==> src/rtl/smg_pkg.sv <==
// smg_pkg: register map, control bit positions, segment table and field masks for smg_scan_axi
package smg_pkg;
  localparam int NUM_REGS   = 8;
  localparam int OFF_CTRL   = 0;
  localparam int OFF_DIV    = 1;
  localparam int OFF_NIB    = 2;
  localparam int OFF_DP     = 3;
  localparam int OFF_RAW0   = 4;
  localparam int OFF_RAW1   = 5;
  localparam int OFF_BRIGHT = 6;
  localparam int CTRL_EN    = 0;
  localparam int CTRL_HEX   = 1;
  localparam logic [7:0] SEG_BLANK = 8'hFF;
  localparam logic [6:0] HEX7 [16] = '{7'h3F, 7'h06, 7'h5B, 7'h4F, 7'h66, 7'h6D, 7'h7D, 7'h07,
                                       7'h7F, 7'h6F, 7'h77, 7'h7C, 7'h39, 7'h5E, 7'h79, 7'h71};
  typedef enum logic {W_IDLE, W_RESP} w_state_e;
  typedef enum logic {R_IDLE, R_DATA} r_state_e;
  function automatic logic [31:0] ones(int w);
    return (w >= 32) ? 32'hFFFF_FFFF : (32'd1 << w) - 32'd1;
  endfunction
  // Implemented bits per word; everything outside the mask stays 0 and reads back 0
  function automatic logic [31:0] reg_mask(int i, int n, bit dim);
    return i == OFF_CTRL ? 32'h3 : i == OFF_DIV ? 32'hFFFF : i == OFF_NIB ? ones(4 * n) :
           i == OFF_DP ? ones(n) : i == OFF_RAW0 ? ones(8 * (n > 4 ? 4 : n)) :
           i == OFF_RAW1 ? ones(8 * (n > 4 ? n - 4 : 0)) :
           (i == OFF_BRIGHT && dim) ? 32'hF : 32'h0;
  endfunction
endpackage

==> src/rtl/smg_scan_axi_if.sv <==
// smg_scan_axi_if: AXI4-Lite slave bus bundle for smg_scan_axi
interface smg_scan_axi_if #(parameter int ADDR_W = 32);
  logic [ADDR_W-1:0] S_AXI_AWADDR;
  logic              S_AXI_AWVALID;
  logic              S_AXI_AWREADY;
  logic [31:0]       S_AXI_WDATA;
  logic [3:0]        S_AXI_WSTRB;
  logic              S_AXI_WVALID;
  logic              S_AXI_WREADY;
  logic [1:0]        S_AXI_BRESP;
  logic              S_AXI_BVALID;
  logic              S_AXI_BREADY;
  logic [ADDR_W-1:0] S_AXI_ARADDR;
  logic              S_AXI_ARVALID;
  logic              S_AXI_ARREADY;
  logic [31:0]       S_AXI_RDATA;
  logic [1:0]        S_AXI_RRESP;
  logic              S_AXI_RVALID;
  logic              S_AXI_RREADY;
  modport master (
    output S_AXI_AWADDR, S_AXI_AWVALID, S_AXI_WDATA, S_AXI_WSTRB, S_AXI_WVALID, S_AXI_BREADY,
           S_AXI_ARADDR, S_AXI_ARVALID, S_AXI_RREADY,
    input  S_AXI_AWREADY, S_AXI_WREADY, S_AXI_BRESP, S_AXI_BVALID, S_AXI_ARREADY, S_AXI_RDATA,
           S_AXI_RRESP, S_AXI_RVALID
  );
  modport slave (
    input  S_AXI_AWADDR, S_AXI_AWVALID, S_AXI_WDATA, S_AXI_WSTRB, S_AXI_WVALID, S_AXI_BREADY,
           S_AXI_ARADDR, S_AXI_ARVALID, S_AXI_RREADY,
    output S_AXI_AWREADY, S_AXI_WREADY, S_AXI_BRESP, S_AXI_BVALID, S_AXI_ARREADY, S_AXI_RDATA,
           S_AXI_RRESP, S_AXI_RVALID
  );
endinterface

==> src/rtl/smg_hex7.sv <==
// smg_hex7: nibble to active-high {g,f,e,d,c,b,a} seven-segment pattern
module smg_hex7
  import smg_pkg::*;
(
  input  logic [3:0] nib_i,
  output logic [6:0] seg_o
);
  assign seg_o = HEX7[nib_i];
endmodule

==> src/rtl/smg_scan_axi.sv <==
// smg_scan_axi: AXI4-Lite multiplexed seven-segment scan driver.
// Define SMG_DIMMING_EN to enable BRIGHT-controlled PWM dimming of the digit selects.
module smg_scan_axi
  import smg_pkg::*;
#(
  parameter int NUM_DIGITS   = 6,
  parameter int ADDR_W       = 32,
  parameter int SCAN_DIV_RST = 50000
) (
  input  logic                  S_AXI_ACLK,
  input  logic                  S_AXI_ARESET,
  smg_scan_axi_if.slave         s_axi,
  output logic [7:0]            SMG_Data,
  output logic [NUM_DIGITS-1:0] Scan_Sig
);
`ifdef SMG_DIMMING_EN
  localparam bit DIM = 1'b1;
`else
  localparam bit DIM = 1'b0;
`endif
  w_state_e              w_q, w_d;
  r_state_e              r_q, r_d;
  logic [31:0]           reg_q [NUM_REGS];
  logic [31:0]           reg_d [NUM_REGS];
  logic [31:0]           rdata_q, rdata_d, bmask;
  logic [3:0]            wa, ra, nib;
  logic                  wr_en, rd_en, en, hex, clr, term, lit;
  logic [15:0]           div, pre_q, pre_d;
  logic [2:0]            idx_q, idx_d;
  logic [6:0]            seg7;
  logic [7:0]            seg_d;
  logic [NUM_DIGITS-1:0] sel_d;
  logic [63:0]           raw;
  assign wa  = s_axi.S_AXI_AWADDR[5:2];
  assign ra  = s_axi.S_AXI_ARADDR[5:2];
  assign en  = reg_q[OFF_CTRL][CTRL_EN];
  assign hex = reg_q[OFF_CTRL][CTRL_HEX];
  assign div = reg_q[OFF_DIV][15:0];
  assign raw = {reg_q[OFF_RAW1], reg_q[OFF_RAW0]};
  assign nib = reg_q[OFF_NIB][{idx_q, 2'b00} +: 4];
  assign s_axi.S_AXI_AWREADY = wr_en;
  assign s_axi.S_AXI_WREADY  = wr_en;
  assign s_axi.S_AXI_BVALID  = w_q == W_RESP;
  assign s_axi.S_AXI_BRESP   = 2'b00;
  assign s_axi.S_AXI_ARREADY = rd_en;
  assign s_axi.S_AXI_RVALID  = r_q == R_DATA;
  assign s_axi.S_AXI_RDATA   = rdata_q;
  assign s_axi.S_AXI_RRESP   = 2'b00;
  // Ready is combinational so handshakes vanish the instant reset asserts
  always_comb begin
    wr_en   = w_q == W_IDLE && s_axi.S_AXI_AWVALID && s_axi.S_AXI_WVALID && !S_AXI_ARESET;
    w_d     = wr_en ? W_RESP : (w_q == W_RESP && s_axi.S_AXI_BREADY) ? W_IDLE : w_q;
    rd_en   = r_q == R_IDLE && s_axi.S_AXI_ARVALID && !S_AXI_ARESET;
    r_d     = rd_en ? R_DATA : (r_q == R_DATA && s_axi.S_AXI_RREADY) ? R_IDLE : r_q;
    rdata_d = rd_en ? (ra[3] ? 32'h0 : reg_q[ra[2:0]]) : rdata_q;
    bmask   = {{8{s_axi.S_AXI_WSTRB[3]}}, {8{s_axi.S_AXI_WSTRB[2]}},
               {8{s_axi.S_AXI_WSTRB[1]}}, {8{s_axi.S_AXI_WSTRB[0]}}};
    for (int i = 0; i < NUM_REGS; i++)
      reg_d[i] = ((wr_en && wa == 4'(i)) ? ((reg_q[i] & ~bmask) | (s_axi.S_AXI_WDATA & bmask))
                                         : reg_q[i]) & reg_mask(i, NUM_DIGITS, DIM);
  end
  assign term = pre_q == ((div == 16'd0) ? 16'd0 : div - 16'd1);
  always_comb begin
    clr   = !en || (wr_en && wa == 4'(OFF_DIV));
    pre_d = (clr || term) ? 16'd0 : pre_q + 16'd1;
    idx_d = clr ? 3'd0 : !term ? idx_q : (idx_q == 3'(NUM_DIGITS - 1)) ? 3'd0 : idx_q + 3'd1;
  end
`ifdef SMG_DIMMING_EN
  logic [3:0] pwm_q;
  always_ff @(posedge S_AXI_ACLK or posedge S_AXI_ARESET)
    if (S_AXI_ARESET) pwm_q <= 4'd0;
    else pwm_q <= pwm_q + 4'd1;
  assign lit = pwm_q <= reg_q[OFF_BRIGHT][3:0];
`else
  assign lit = 1'b1;
`endif
  smg_hex7 u_hex7 (.nib_i(nib), .seg_o(seg7));
  // First cycle of every slot keeps all selects off so the previous digit does not ghost
  assign sel_d = (en && pre_q != 16'd0 && lit) ? ~(NUM_DIGITS'(1) << idx_q) : '1;
  assign seg_d = !en ? SEG_BLANK : hex ? ~{reg_q[OFF_DP][{2'b00, idx_q}], seg7}
                                       : ~raw[{idx_q, 3'b000} +: 8];
  always_ff @(posedge S_AXI_ACLK or posedge S_AXI_ARESET)
    if (S_AXI_ARESET) begin
      w_q      <= W_IDLE;
      r_q      <= R_IDLE;
      rdata_q  <= 32'h0;
      pre_q    <= 16'd0;
      idx_q    <= 3'd0;
      SMG_Data <= SEG_BLANK;
      Scan_Sig <= '1;
      for (int i = 0; i < NUM_REGS; i++)
        reg_q[i] <= (i == OFF_CTRL) ? 32'h2 : (i == OFF_DIV) ? (32'(SCAN_DIV_RST) & 32'hFFFF) : 32'h0;
    end else begin
      w_q      <= w_d;
      r_q      <= r_d;
      rdata_q  <= rdata_d;
      pre_q    <= pre_d;
      idx_q    <= idx_d;
      SMG_Data <= seg_d;
      Scan_Sig <= sel_d;
      reg_q    <= reg_d;
    end
endmodule

==> src/flat_wrapper.sv <==
// flat-port wrapper written by rule: the top's interface ports become plain ports
module smg_scan_axi_flat import smg_pkg::*;
#(
  parameter int NUM_DIGITS   = 6,
  parameter int ADDR_W       = 32,
  parameter int SCAN_DIV_RST = 50000
)
  (S_AXI_ACLK, S_AXI_ARESET, SMG_Data, Scan_Sig, s_axi_S_AXI_AWADDR, s_axi_S_AXI_AWVALID, s_axi_S_AXI_WDATA, s_axi_S_AXI_WSTRB, s_axi_S_AXI_WVALID, s_axi_S_AXI_BREADY, s_axi_S_AXI_ARADDR, s_axi_S_AXI_ARVALID, s_axi_S_AXI_RREADY, s_axi_S_AXI_AWREADY, s_axi_S_AXI_WREADY, s_axi_S_AXI_BRESP, s_axi_S_AXI_BVALID, s_axi_S_AXI_ARREADY, s_axi_S_AXI_RDATA, s_axi_S_AXI_RRESP, s_axi_S_AXI_RVALID);
  smg_scan_axi_if #(.ADDR_W(ADDR_W)) s_axi_i ();
  input  logic S_AXI_ACLK;
  input  logic S_AXI_ARESET;
  output logic [7:0] SMG_Data;
  output logic [NUM_DIGITS-1:0] Scan_Sig;
  input wire logic [$bits(s_axi_i.S_AXI_AWADDR)-1:0] s_axi_S_AXI_AWADDR;
  input wire logic [$bits(s_axi_i.S_AXI_AWVALID)-1:0] s_axi_S_AXI_AWVALID;
  input wire logic [$bits(s_axi_i.S_AXI_WDATA)-1:0] s_axi_S_AXI_WDATA;
  input wire logic [$bits(s_axi_i.S_AXI_WSTRB)-1:0] s_axi_S_AXI_WSTRB;
  input wire logic [$bits(s_axi_i.S_AXI_WVALID)-1:0] s_axi_S_AXI_WVALID;
  input wire logic [$bits(s_axi_i.S_AXI_BREADY)-1:0] s_axi_S_AXI_BREADY;
  input wire logic [$bits(s_axi_i.S_AXI_ARADDR)-1:0] s_axi_S_AXI_ARADDR;
  input wire logic [$bits(s_axi_i.S_AXI_ARVALID)-1:0] s_axi_S_AXI_ARVALID;
  input wire logic [$bits(s_axi_i.S_AXI_RREADY)-1:0] s_axi_S_AXI_RREADY;
  output wire logic [$bits(s_axi_i.S_AXI_AWREADY)-1:0] s_axi_S_AXI_AWREADY;
  output wire logic [$bits(s_axi_i.S_AXI_WREADY)-1:0] s_axi_S_AXI_WREADY;
  output wire logic [$bits(s_axi_i.S_AXI_BRESP)-1:0] s_axi_S_AXI_BRESP;
  output wire logic [$bits(s_axi_i.S_AXI_BVALID)-1:0] s_axi_S_AXI_BVALID;
  output wire logic [$bits(s_axi_i.S_AXI_ARREADY)-1:0] s_axi_S_AXI_ARREADY;
  output wire logic [$bits(s_axi_i.S_AXI_RDATA)-1:0] s_axi_S_AXI_RDATA;
  output wire logic [$bits(s_axi_i.S_AXI_RRESP)-1:0] s_axi_S_AXI_RRESP;
  output wire logic [$bits(s_axi_i.S_AXI_RVALID)-1:0] s_axi_S_AXI_RVALID;
  assign s_axi_i.S_AXI_AWADDR = s_axi_S_AXI_AWADDR;
  assign s_axi_i.S_AXI_AWVALID = s_axi_S_AXI_AWVALID;
  assign s_axi_i.S_AXI_WDATA = s_axi_S_AXI_WDATA;
  assign s_axi_i.S_AXI_WSTRB = s_axi_S_AXI_WSTRB;
  assign s_axi_i.S_AXI_WVALID = s_axi_S_AXI_WVALID;
  assign s_axi_i.S_AXI_BREADY = s_axi_S_AXI_BREADY;
  assign s_axi_i.S_AXI_ARADDR = s_axi_S_AXI_ARADDR;
  assign s_axi_i.S_AXI_ARVALID = s_axi_S_AXI_ARVALID;
  assign s_axi_i.S_AXI_RREADY = s_axi_S_AXI_RREADY;
  assign s_axi_S_AXI_AWREADY = s_axi_i.S_AXI_AWREADY;
  assign s_axi_S_AXI_WREADY = s_axi_i.S_AXI_WREADY;
  assign s_axi_S_AXI_BRESP = s_axi_i.S_AXI_BRESP;
  assign s_axi_S_AXI_BVALID = s_axi_i.S_AXI_BVALID;
  assign s_axi_S_AXI_ARREADY = s_axi_i.S_AXI_ARREADY;
  assign s_axi_S_AXI_RDATA = s_axi_i.S_AXI_RDATA;
  assign s_axi_S_AXI_RRESP = s_axi_i.S_AXI_RRESP;
  assign s_axi_S_AXI_RVALID = s_axi_i.S_AXI_RVALID;
  smg_scan_axi #(.NUM_DIGITS(NUM_DIGITS), .ADDR_W(ADDR_W), .SCAN_DIV_RST(SCAN_DIV_RST)) u_core (.S_AXI_ACLK(S_AXI_ACLK), .S_AXI_ARESET(S_AXI_ARESET), .s_axi(s_axi_i), .SMG_Data(SMG_Data), .Scan_Sig(Scan_Sig));
endmodule
==> config.mk <==
export PLATFORM = sky130hd
export DESIGN_NAME = smg_scan_axi_flat
export DESIGN_NICKNAME = d
export VERILOG_FILES = /design/src/rtl/smg_pkg.sv /design/src/rtl/smg_scan_axi_if.sv /design/src/rtl/smg_hex7.sv /design/src/rtl/smg_scan_axi.sv /design/src/flat_wrapper.sv
export SDC_FILE = /design/constraint.sdc
export NUM_CORES = 1
export LEC_CHECK = 0
export BUFFER_PORTS_ARGS = -buffer_cell sky130_fd_sc_hd__buf_4
export CAP_MARGIN = 30
export CORE_MARGIN = 2
export CORE_UTILIZATION = 35
export DETAILED_ROUTE_END_ITERATION = 12
export PLACE_DENSITY = 0.59
export SLEW_MARGIN = 20
export SYNTH_ARGS = -nofsm -noshare
export SYNTH_HDL_FRONTEND = slang
export SYNTH_HIERARCHICAL = 1
export SYNTH_SLANG_ARGS = --single-unit
export TNS_END_PERCENT = 50
==> constraint.sdc <==
create_clock -name S_AXI_ACLK -period 4.76 [get_ports S_AXI_ACLK]
set_input_delay 0 -clock S_AXI_ACLK [delete_from_list [all_inputs] [get_ports S_AXI_ACLK]]
set_output_delay 0 -clock S_AXI_ACLK [all_outputs]
set_load 0.02 [all_outputs]
Word-level counts from Yosys, hierarchy flattened
Memory sizes are Yosys's and may differ from the RTL's.
Cells that the tools add are included.
{ "totals": {"register_bits": 163, "rom_bits": 112, "inputBits": 107, "output_inout_bits": 55, "word_cells": 95, "n_memories": 1} }
{ "mem_list": {"columns": ["memory", "depth", "width", "read_ports", "rd_ports_with_merged_regs", "write_ports", "line_no", "source"], "rows": [
  ["(name not given)", 16, 7, 1, 0, 0, "smg_hex7.sv:8", "assign seg_o = HEX7[nib_i];"]
]} }
{ "classes": {"add_sub_neg": 3, "n_lt_le_gt_ge": 3, "n_eq_ne": 7, "shift": 3, "muxes": 20, "n_bitwise": 21, "reduce_logical": 24} }
{ "ops": {"columns": ["cell", "count"], "rows": [
  ["$bmux W32 S3", 1],
  ["$mux W32", 3],
  ["$and A32 B32 Y32", 2],
  ["$shiftx A64 B7 Y8", 1],
  ["$and A16 B16 Y16", 2],
  ["$mux W16", 2],
  ["$not A32 Y32", 1],
  ["$or A16 B16 Y16", 2],
  ["$or A32 B32 Y32", 1],
  ["$shiftx A32 B6 Y4", 1],
  ["$and A24 B24 Y24", 1],
  ["$or A24 B24 Y24", 1],
  ["$add A16 B1 Y16 const B", 1],
  ["$eq A16 B16 Y1", 1],
  ["$logic_not A16 Y1", 1],
  ["$mux W8", 2],
  ["$not A8 Y8", 2],
  ["$reduce_bool A16 Y1", 1],
  ["$sub A16 B1 Y16 const B", 1],
  ["$logic_and A1 B1 Y1", 14],
  ["$mux W7", 2],
  ["$mux W3", 3],
  ["$eq A4 B2 Y1 const B", 2],
  ["$eq A4 B3 Y1 const B", 2],
  ["22 further kinds", 31]
]} }

Logic depth before layout (Yosys ltp)
Gate-level depths: netlist of run 1.
{ "depth": {"ltp_word": 8, "mapped_depth": 13, "depth_no_buf": 10} }

Modules after synthesis
Netlist of run 1, hierarchy kept.
{ "modules_own_cells": {"columns": ["mod", "n_inst", "cells_each", "area_each_um2", "seq_area_each_um2"], "rows": [
  ["smg_scan_axi", 1, 725, 8359.3, 4105.2],
  ["smg_hex7", 1, 33, 287.8, 0.0]
]} }

Worst setup path after synthesis of run 1
Ideal clock, no wire load.
{ "synth_timing": {"path_kind": "input-to-reg", "startpoint": "input S_AXI_ARESET", "endpoint": "register u_core.rdata_q[16] (netlist: u_core/s_axi.S_AXI_RDATA[16])", "t_arrival_ns": 5.752, "required_ns": 4.695, "setup_slack_ns": -1.057, "stages": 6, "n_path_buf": 1, "path_cell_list": "inv_1 -> nand3_1 -> nor4_1 -> clkbuf_1 -> a222oi_1 -> inv_1"} }
{ "synth_between": {"elab_chain_cells": 2} }
{ "synth_rtl": {"columns": ["item", "line_no", "source"], "rows": [
  ["start, declared", "flat_wrapper.sv:11", "input logic S_AXI_ARESET;"],
  ["$logic_not A1 Y1", "smg_scan_axi.sv:53", "rd_en = r_q == R_IDLE && s_axi.S_AXI_ARVALID && !S_AXI_ARESET;"],
  ["$logic_and A1 B1 Y1", "smg_scan_axi.sv:53", null],
  ["end signal, assigned", "smg_scan_axi.sv:96", "rdata_q <= rdata_d;"],
  ["end, declared", "smg_scan_axi.sv:25", "logic [31:0] rdata_q, rdata_d, bmask;"]
]} }
No other way between the ends.
A chain may end at the register's enable or synchronous reset.

==> results by group, run 1 <==
Run status
  – Status: complete, no violations

Placed design
  – Placed cell area: 9660 µm²
  – Final RePlAce weighted congestion: 0.869
  – Hpwl dp: 17.9 mm
  – Port Buffers: 101

Setup path
  – Kind of critical path: reg -> reg
  – Cells along the critical path: or4_1, nor4_2, buf_4, a21oi_1, o32ai_1, o2111a_1, and4_4, or2_1, nor2_1
  – Startpoint types: flip-flop
  – Crit Path Max Fanout: 16
  – Peak per-stage delay on the critical path: 0.74 ns
  – Worst EP arrival: roughly 3.8 ns
  – Worst path bufs/invs: 1
  – Slowest CP cell: or4_1
  – CP top delay family: simple AND/OR/NAND/NOR gates
  – CP Capture Type: flip-flop
  – Worst path required time: 5.06 ns

Detailed routing
  – Final ANT Viol Nets: 0
  – DRT iter0 DRCs: 612
  – DRC: 0
  – Pre-antenna DRT Iters: 5
  – Routed WL per cell: 20.4 µm
  – Vias per cell: 5.42
  – Via count: 6581
  – Drt total wl: 24.7 mm

Timing
  – Rel. slew slack: 0.365
  – Final setup fails: 0
  – Worst Tran Pin Value: around 0.95 ns
  – Clock Skew: between 0.015 and 0.02 ns
  – RSZ-0062 raised after global routing: false
  – Maximum clock frequency: 283 MHz
  – Fin. Hold Viols: 0
  – Setup TNS: 0 ns
  – Fin. max-slew vios: 0
  – Final period util: 0.743
  – Min Tclk post-route: 3.54 ns

Synthesis
  – Synth warn: 6
  – Mapped Cells: 758
  – Post-synth top cells: dfrtp_1, mux2_2, nand2_1
  – Post-Syn Area: 8650 µm²
  – Synth Register Bits: 163
  – Synth area leaders: dfrtp_1, mux2_2, dfstp_2
  – Yosys cell types: 65
  – Yosys top cell area share: 0.411
  – Most frequent cell after synthesis: dfrtp_1
  – Largest area contributor in the netlist: dfrtp_1
  – Number of synthesized flops with an enable pin: 0
  – Ys async rst share: 1.00
  – Most common flop cell mapped by yosys: dfrtp_1
  – Syn avg cell area: around 11 µm²
  – Sequential element share of the synthesized area: 0.475

Clock network
  – Num CTS Buffers: 17
  – H-tree levels: 4
  – Cts hold-fix bufs: 36
  – Worst-Skew Late Latency: 0.45 ns
  – Root Buffer: clkbuf_16
  – Postcts setup bufs: 0
  – CTS tree: built
  – Clk slew on worst S/H paths: ~0.07 ns
  – Clk buf depth: 2
  – Sink Count: approximately 160
  – CTS resizes: 0

Die
  – I/O Pins: 162
  – Die Area: 26000 µm²
  – Site Rows: 57
  – Core Area: 24300 µm²
  – Initial Utilization: 0.356
  – Die Span Y: 161 µm
  – Die Wd: 161 µm

GRT
  – GRT overflow: 0
  – Number of global-route vias before repair: 6432
  – Initial antenna violation count: 0
  – Largest net degree at the start of global routing: 75
  – First-pass GRT wire length: about 38 mm
  – Total track usage: 0.193

Power and ir drop
  – Net switching power: 0.00110 W
  – Clock power frac: 0.404
  – Worst vdd ir: 0.233 mV
  – Sequential Power Share: 0.435
  – LEAKAGE: just under 5 nW
  – Switching part of the total: 0.309
  – Pwr Density: between 300 and 400 nW/µm²
  – Combinational Power Share: 0.161
  – Int Power: 0.00246 W

Finish
  – Post-route cell area: 10700 µm²
  – Multi-input logic area: 4180 µm²
  – Fillers: 2305
  – Nets: 996
  – Layout area overhead: 23.9%
  – Storage element area: 4110 µm²
  – # diodes: 0
  – Layout cells sized above 1: 0.341

Flow run
  – MaxCap Viol Count: 0

Worst hold path
  – Worst hold path type: in -> reg
  – Min-delay src: s_axi_S_AXI_AWADDR[5]
[worst min-delay path, cell delays in order]
cell,delay (ns)
buf_4,0.09
nor4_1,0.09
nand2_1,0.15
mux2_2,0.17
[metal layers]
metal / up-vias / global-route usage / share of wire
li1: 3014 / - / -
met1: 3299 / 0.288 / 0.48
met2: 240 / 0.283 / 0.44
met3: 28 / 0.0431 / 0.064
met4: 0 / 0.0515 / 0.019
met5: - / 0 / 0
[logic make-up after synthesis]
kind of cell	after synthesis	synth area share
AO/OA/AOI/OAI	128	0.106
adder cells (fa/ha/maj)	11	0.0159
AND/OR/NAND/NOR	186	0.108
other	1	0.000434
buffers and inverters	85	0.0441
multiplexers	155	0.220
XOR/XNOR	29	0.0310
flip-flops	163	0.475
[cell usage in the layout (no fill, tap or decap), types with 17 or more instances in the layout]
master / count
nor2_1: 45
xnor2_1: 17
inv_1: 31
dlygate4sd3_1: 36
o21ai_0: 31
nand2_1: 52
mux2i_1: 25
mux2_2: 114
a22o_1: 24
clkbuf_16: 17
dfrtp_1: 142
buf_4: 113
dfstp_2: 21
[power groups by stage]
stage	clock (W)	combinational [W]	sequential, W
floorplan	0	0.000388	0.00153
global placement	0	0.000532	0.00157
detailed placement	0	0.000537	0.00157
CTS	0.00146	0.000563	0.00154
global route	0.00152	0.000625	0.00156
finish	0.00144	0.000574	0.00155
[final timing paths]
kind | endpoint | slack, ns | depth (start not counted)
max in group asynchronous | asynchronous set/reset pin | 3.54 | 5
min | flip-flop | 0.09 | 4
max | u_core/pre_q[5] | 1.22 | 9
min in group asynchronous | u_core/s_axi.S_AXI_RDATA[11] | 0.15 | 3
min reg2reg | u_core/s_axi.S_AXI_RDATA[4] | 0.51 | 1
max reg2reg | u_core/pre_q[5] | 1.22 | 9
[cell type report]
cell class | count | share of cell area
clock inverter | 15 | 0.0202
clock buffer | 17 | 0.0397
multi-input combinational | 513 | 0.390
sequential | 163 | 0.383
timing repair buffer | 151 | 0.118
inverter | 32 | 0.0116
tap | 324 | 0.0378
[metrics by stage]
step | utilization | cells | setup slack (ns) | hold WS [ns] | total power, W
after floorplan | - | 761 | 0.737 | 0.0964 | 0.00192
after global placement | 0.397 | 1145 | 1.33 | 0.0767 | 0.00210
after detailed placement | 0.397 | 1145 | 1.30 | 0.0820 | 0.00211
after CTS | 0.438 | 1213 | 1.29 | 0.0578 | 0.00357
after global routing | 0.441 | 1215 | 1.03 | 0.0873 | 0.00370
final | 0.441 | 1215 | 1.22 | 0.0899 | 0.00356
Note: power is estimated with default switching activity, not from simulation.
==> run 2, diff against run 1 <==
clock period = 3 ns   (was 4.76 ns; I/O delays follow)
==> results by group, run 2 (synthesis gave the netlist of run 1 again) <==
Die
  – Die Wd: 161 µm (unchanged)
  – Die Area: 26000 µm² (unchanged)
  – Initial Utilization: 0.356 (unchanged)
  – I/O Pins: 162 (unchanged)
  – Core Area: 24300 µm² (unchanged)
  – Die Span Y: 161 µm (unchanged)
  – Site Rows: 57 (unchanged)

Setup path
  – Peak per-stage delay on the critical path: 0.51 ns (was 0.74 ns)
  – Worst path required time: 3.32 ns (was 5.06 ns)
  – Startpoint types: flip-flop (unchanged)
  – Crit Path Max Fanout: 16 (unchanged)
  – CP top delay family: simple AND/OR/NAND/NOR gates (unchanged)
  – CP Capture Type: flip-flop (unchanged)
  – Slowest CP cell: or4_4 (was or4_1)
  – Worst path bufs/invs: 2 (was 1)
  – Kind of critical path: reg -> reg (unchanged)
  – Worst EP arrival: 3.22 ns (was 3.83 ns)
  – Depth of the most critical reg-to-reg path: 11 (was 9)
  – Cells along the critical path: inv_1, ha_2, or3b_4, or4_4, xor2_1, a221oi_2, o2111a_1, and4_4, or2_4, buf_12, nor2_1 (was or4_1, nor4_2, buf_4, a21oi_1, o32ai_1, o2111a_1, and4_4, or2_1, nor2_1)
  – CP Depth: 11 (was 9)

GRT
  – Number of global-route vias before repair: 6684 (was 6432)
  – GRT overflow: 0 (unchanged)
  – Total track usage: 0.201 (was 0.193)
  – First-pass GRT wire length: 39.9 mm (was 38.1 mm)
  – Largest net degree at the start of global routing: 77 (was 75)
  – Initial antenna violation count: 1 (was 0)

Detailed routing
  – DRC: 0 (unchanged)
  – Via count: 6700 (was 6581)
  – Drt total wl: 25.5 mm (was 24.7 mm)
  – Vias per cell: 5.35 (was 5.42)
  – DRT iter0 DRCs: 638 (was 612)
  – Routed WL per cell: 20.4 µm (about the same)
  – Pre-antenna DRT Iters: 5 (unchanged)
  – Final ANT Viol Nets: 0 (unchanged)

Timing
  – Min Tclk post-route: 2.90 ns (was 3.54 ns)
  – Final period util: 0.968 (was 0.743)
  – Worst setup margin: 0.0955 ns (was 1.22 ns)
  – Fin. Hold Viols: 0 (unchanged)
  – Final hold slack: 0.0181 ns (was 0.0899 ns)
  – Clock Skew: 0.0137 ns (was 0.0179 ns)
  – Setup TNS: 0 ns (unchanged)
  – Rel. slew slack: 0.449 (was 0.365)
  – Final setup fails: 0 (unchanged)
  – Maximum clock frequency: 344 MHz (was 283 MHz)
  – Fin. max-slew vios: 0 (unchanged)
  – Worst Tran Pin Value: 0.827 ns (was 0.945 ns)

Power and ir drop
  – Int Power: 0.00400 W (was 0.00246 W)
  – Net switching power: 0.00176 W (was 0.00110 W)
  – Sequential Power Share: 0.420 (was 0.435)
  – Clock power frac: 0.391 (was 0.404)
  – Worst vdd ir: 0.312 mV (was 0.233 mV)
  – Pwr Density: 503 nW/µm² (was 332 nW/µm²)
  – Switching part of the total: 0.306 (was 0.309)
  – LEAKAGE: 5.33 nW (was 4.81 nW)
  – Combinational Power Share: 0.189 (was 0.161)
  – Power Total: 0.00576 W (was 0.00356 W)

Finish
  – Nets: 1034 (was 996)
  – # diodes: 0 (unchanged)
  – Fillers: 2258 (was 2305)
  – Storage element area: 4110 µm² (about the same)
  – Most common cell after layout, fill and taps aside: dfrtp_1 (unchanged)
  – Multi-input logic area: 4610 µm² (was 4180 µm²)
  – Commonest cells after routing, fill and taps aside: dfrtp_1, buf_4, mux2_4, mux2_2, dlygate4sd3_1 (was dfrtp_1, mux2_2, buf_4, nand2_1, nor2_1)
  – Final Core Density: 0.471 (was 0.441)
  – Layout area overhead: 32.5% (was 23.9%)
  – Layout cells sized above 1: 0.386 (was 0.341)

Clock network
  – Worst-Skew Late Latency: 0.44 ns (was 0.45 ns)
  – Root Buffer: clkbuf_16 (unchanged)
  – Num CTS Buffers: 17 (unchanged)
  – CTS tree: built (unchanged)
  – Sink Count: 163 (unchanged)
  – Clk buf depth: 2 (unchanged)
  – Clk slew on worst S/H paths: 0.08 ns (was 0.07 ns)
  – H-tree levels: 4 (unchanged)

Flow run
  – MaxCap Viol Count: 0 (unchanged)

Placed design
  – Hpwl dp: 18.6 mm (was 17.9 mm)
  – Pre-CTS setup slack: 0.0400 ns (was 1.30 ns)
  – Port Buffers: 101 (unchanged)
  – Final RePlAce weighted congestion: 0.869 (about the same)

Worst hold path
  – Worst hold path type: in -> reg (unchanged)
  – Hold Crit Depth: 3 (was 4)

Run status
  – Status: complete, no violations (unchanged)
==> run 2: worst reg2reg max path, stage by stage (launching register included) <==
cell and delay [ns]:
dfrtp_1 0.39, inv_1 0.07, ha_2 0.20, or3b_4 0.41, or4_4 0.51, xor2_1 0.17
a221oi_2 0.21, o2111a_1 0.25, and4_4 0.27, or2_4 0.14, buf_12 0.13, nor2_1 0.05
==> run 2: final timing paths <==
check                                                    end  slack [ns]                        start
max in group asynchronous       u_core/s_axi.S_AXI_RDATA[15]        1.60                 S_AXI_ARESET
worst max-delay path                         u_core/pre_q[9]         0.1                    flip-flop
worst min register to register   u_core/s_axi.S_AXI_RDATA[2]        0.51  u_core/s_axi.S_AXI_RDATA[2]
worst max register to register               u_core/pre_q[9]         0.1                    flip-flop
min in group asynchronous         asynchronous set/reset pin        0.24                 S_AXI_ARESET
worst min-delay path                               flip-flop        0.02         s_axi_S_AXI_WSTRB[2]
==> run 2: stage by stage <==
step	cells	area, µm²
after floorplan	761	9070
after global placement	1173	10300
after detailed placement	1173	10300
after CTS	1251	11400
after global routing	1253	11500
final	1253	11500
==> run 2: cell type report <==
| type | instances | share of cell area |
|---|---|---|
| multi-input combinational | 513 | 0.402 |
| timing repair buffer | 189 | 0.138 |
| sequential | 163 | 0.359 |
| inverter | 32 | 0.0108 |
| tap | 324 | 0.0354 |
| clock buffer | 17 | 0.0371 |
| clock inverter | 15 | 0.0180 |
==> run 2: repair_timing <==
item | in CTS | in global routing
setup endpoints to repair | 0 | 19
gates resized for setup | 0 | 10
setup buffers | 0 | 1
hold buffers | 46 | 0
endpoints found under the hold margin | 120 | 0
==> run 2: power by group through the flow <==
stage	Combinational [W]	Sequential [W]	Clock, W
2_1_floorplan	0.000659	0.00244	0
6_report	0.00109	0.00242	0.00225
3_3_place_gp	0.000994	0.00246	0
3_5_place_dp	0.00100	0.00246	0
4_1_cts	0.00106	0.00242	0.00231
5_1_grt	0.00118	0.00243	0.00240
==> run 2: layer usage <==
| layer | global-route usage | vias to the layer above | routed length (µm) |
|---|---|---|---|
| li1 | - | 3076 | - |
| met1 | 0.300 | 3364 | 12200 |
| met2 | 0.299 | 233 | 11400 |
| met3 | 0.0354 | 27 | 1470 |
| met4 | 0.0552 | 0 | 434 |
| met5 | 0 | - | 0 |
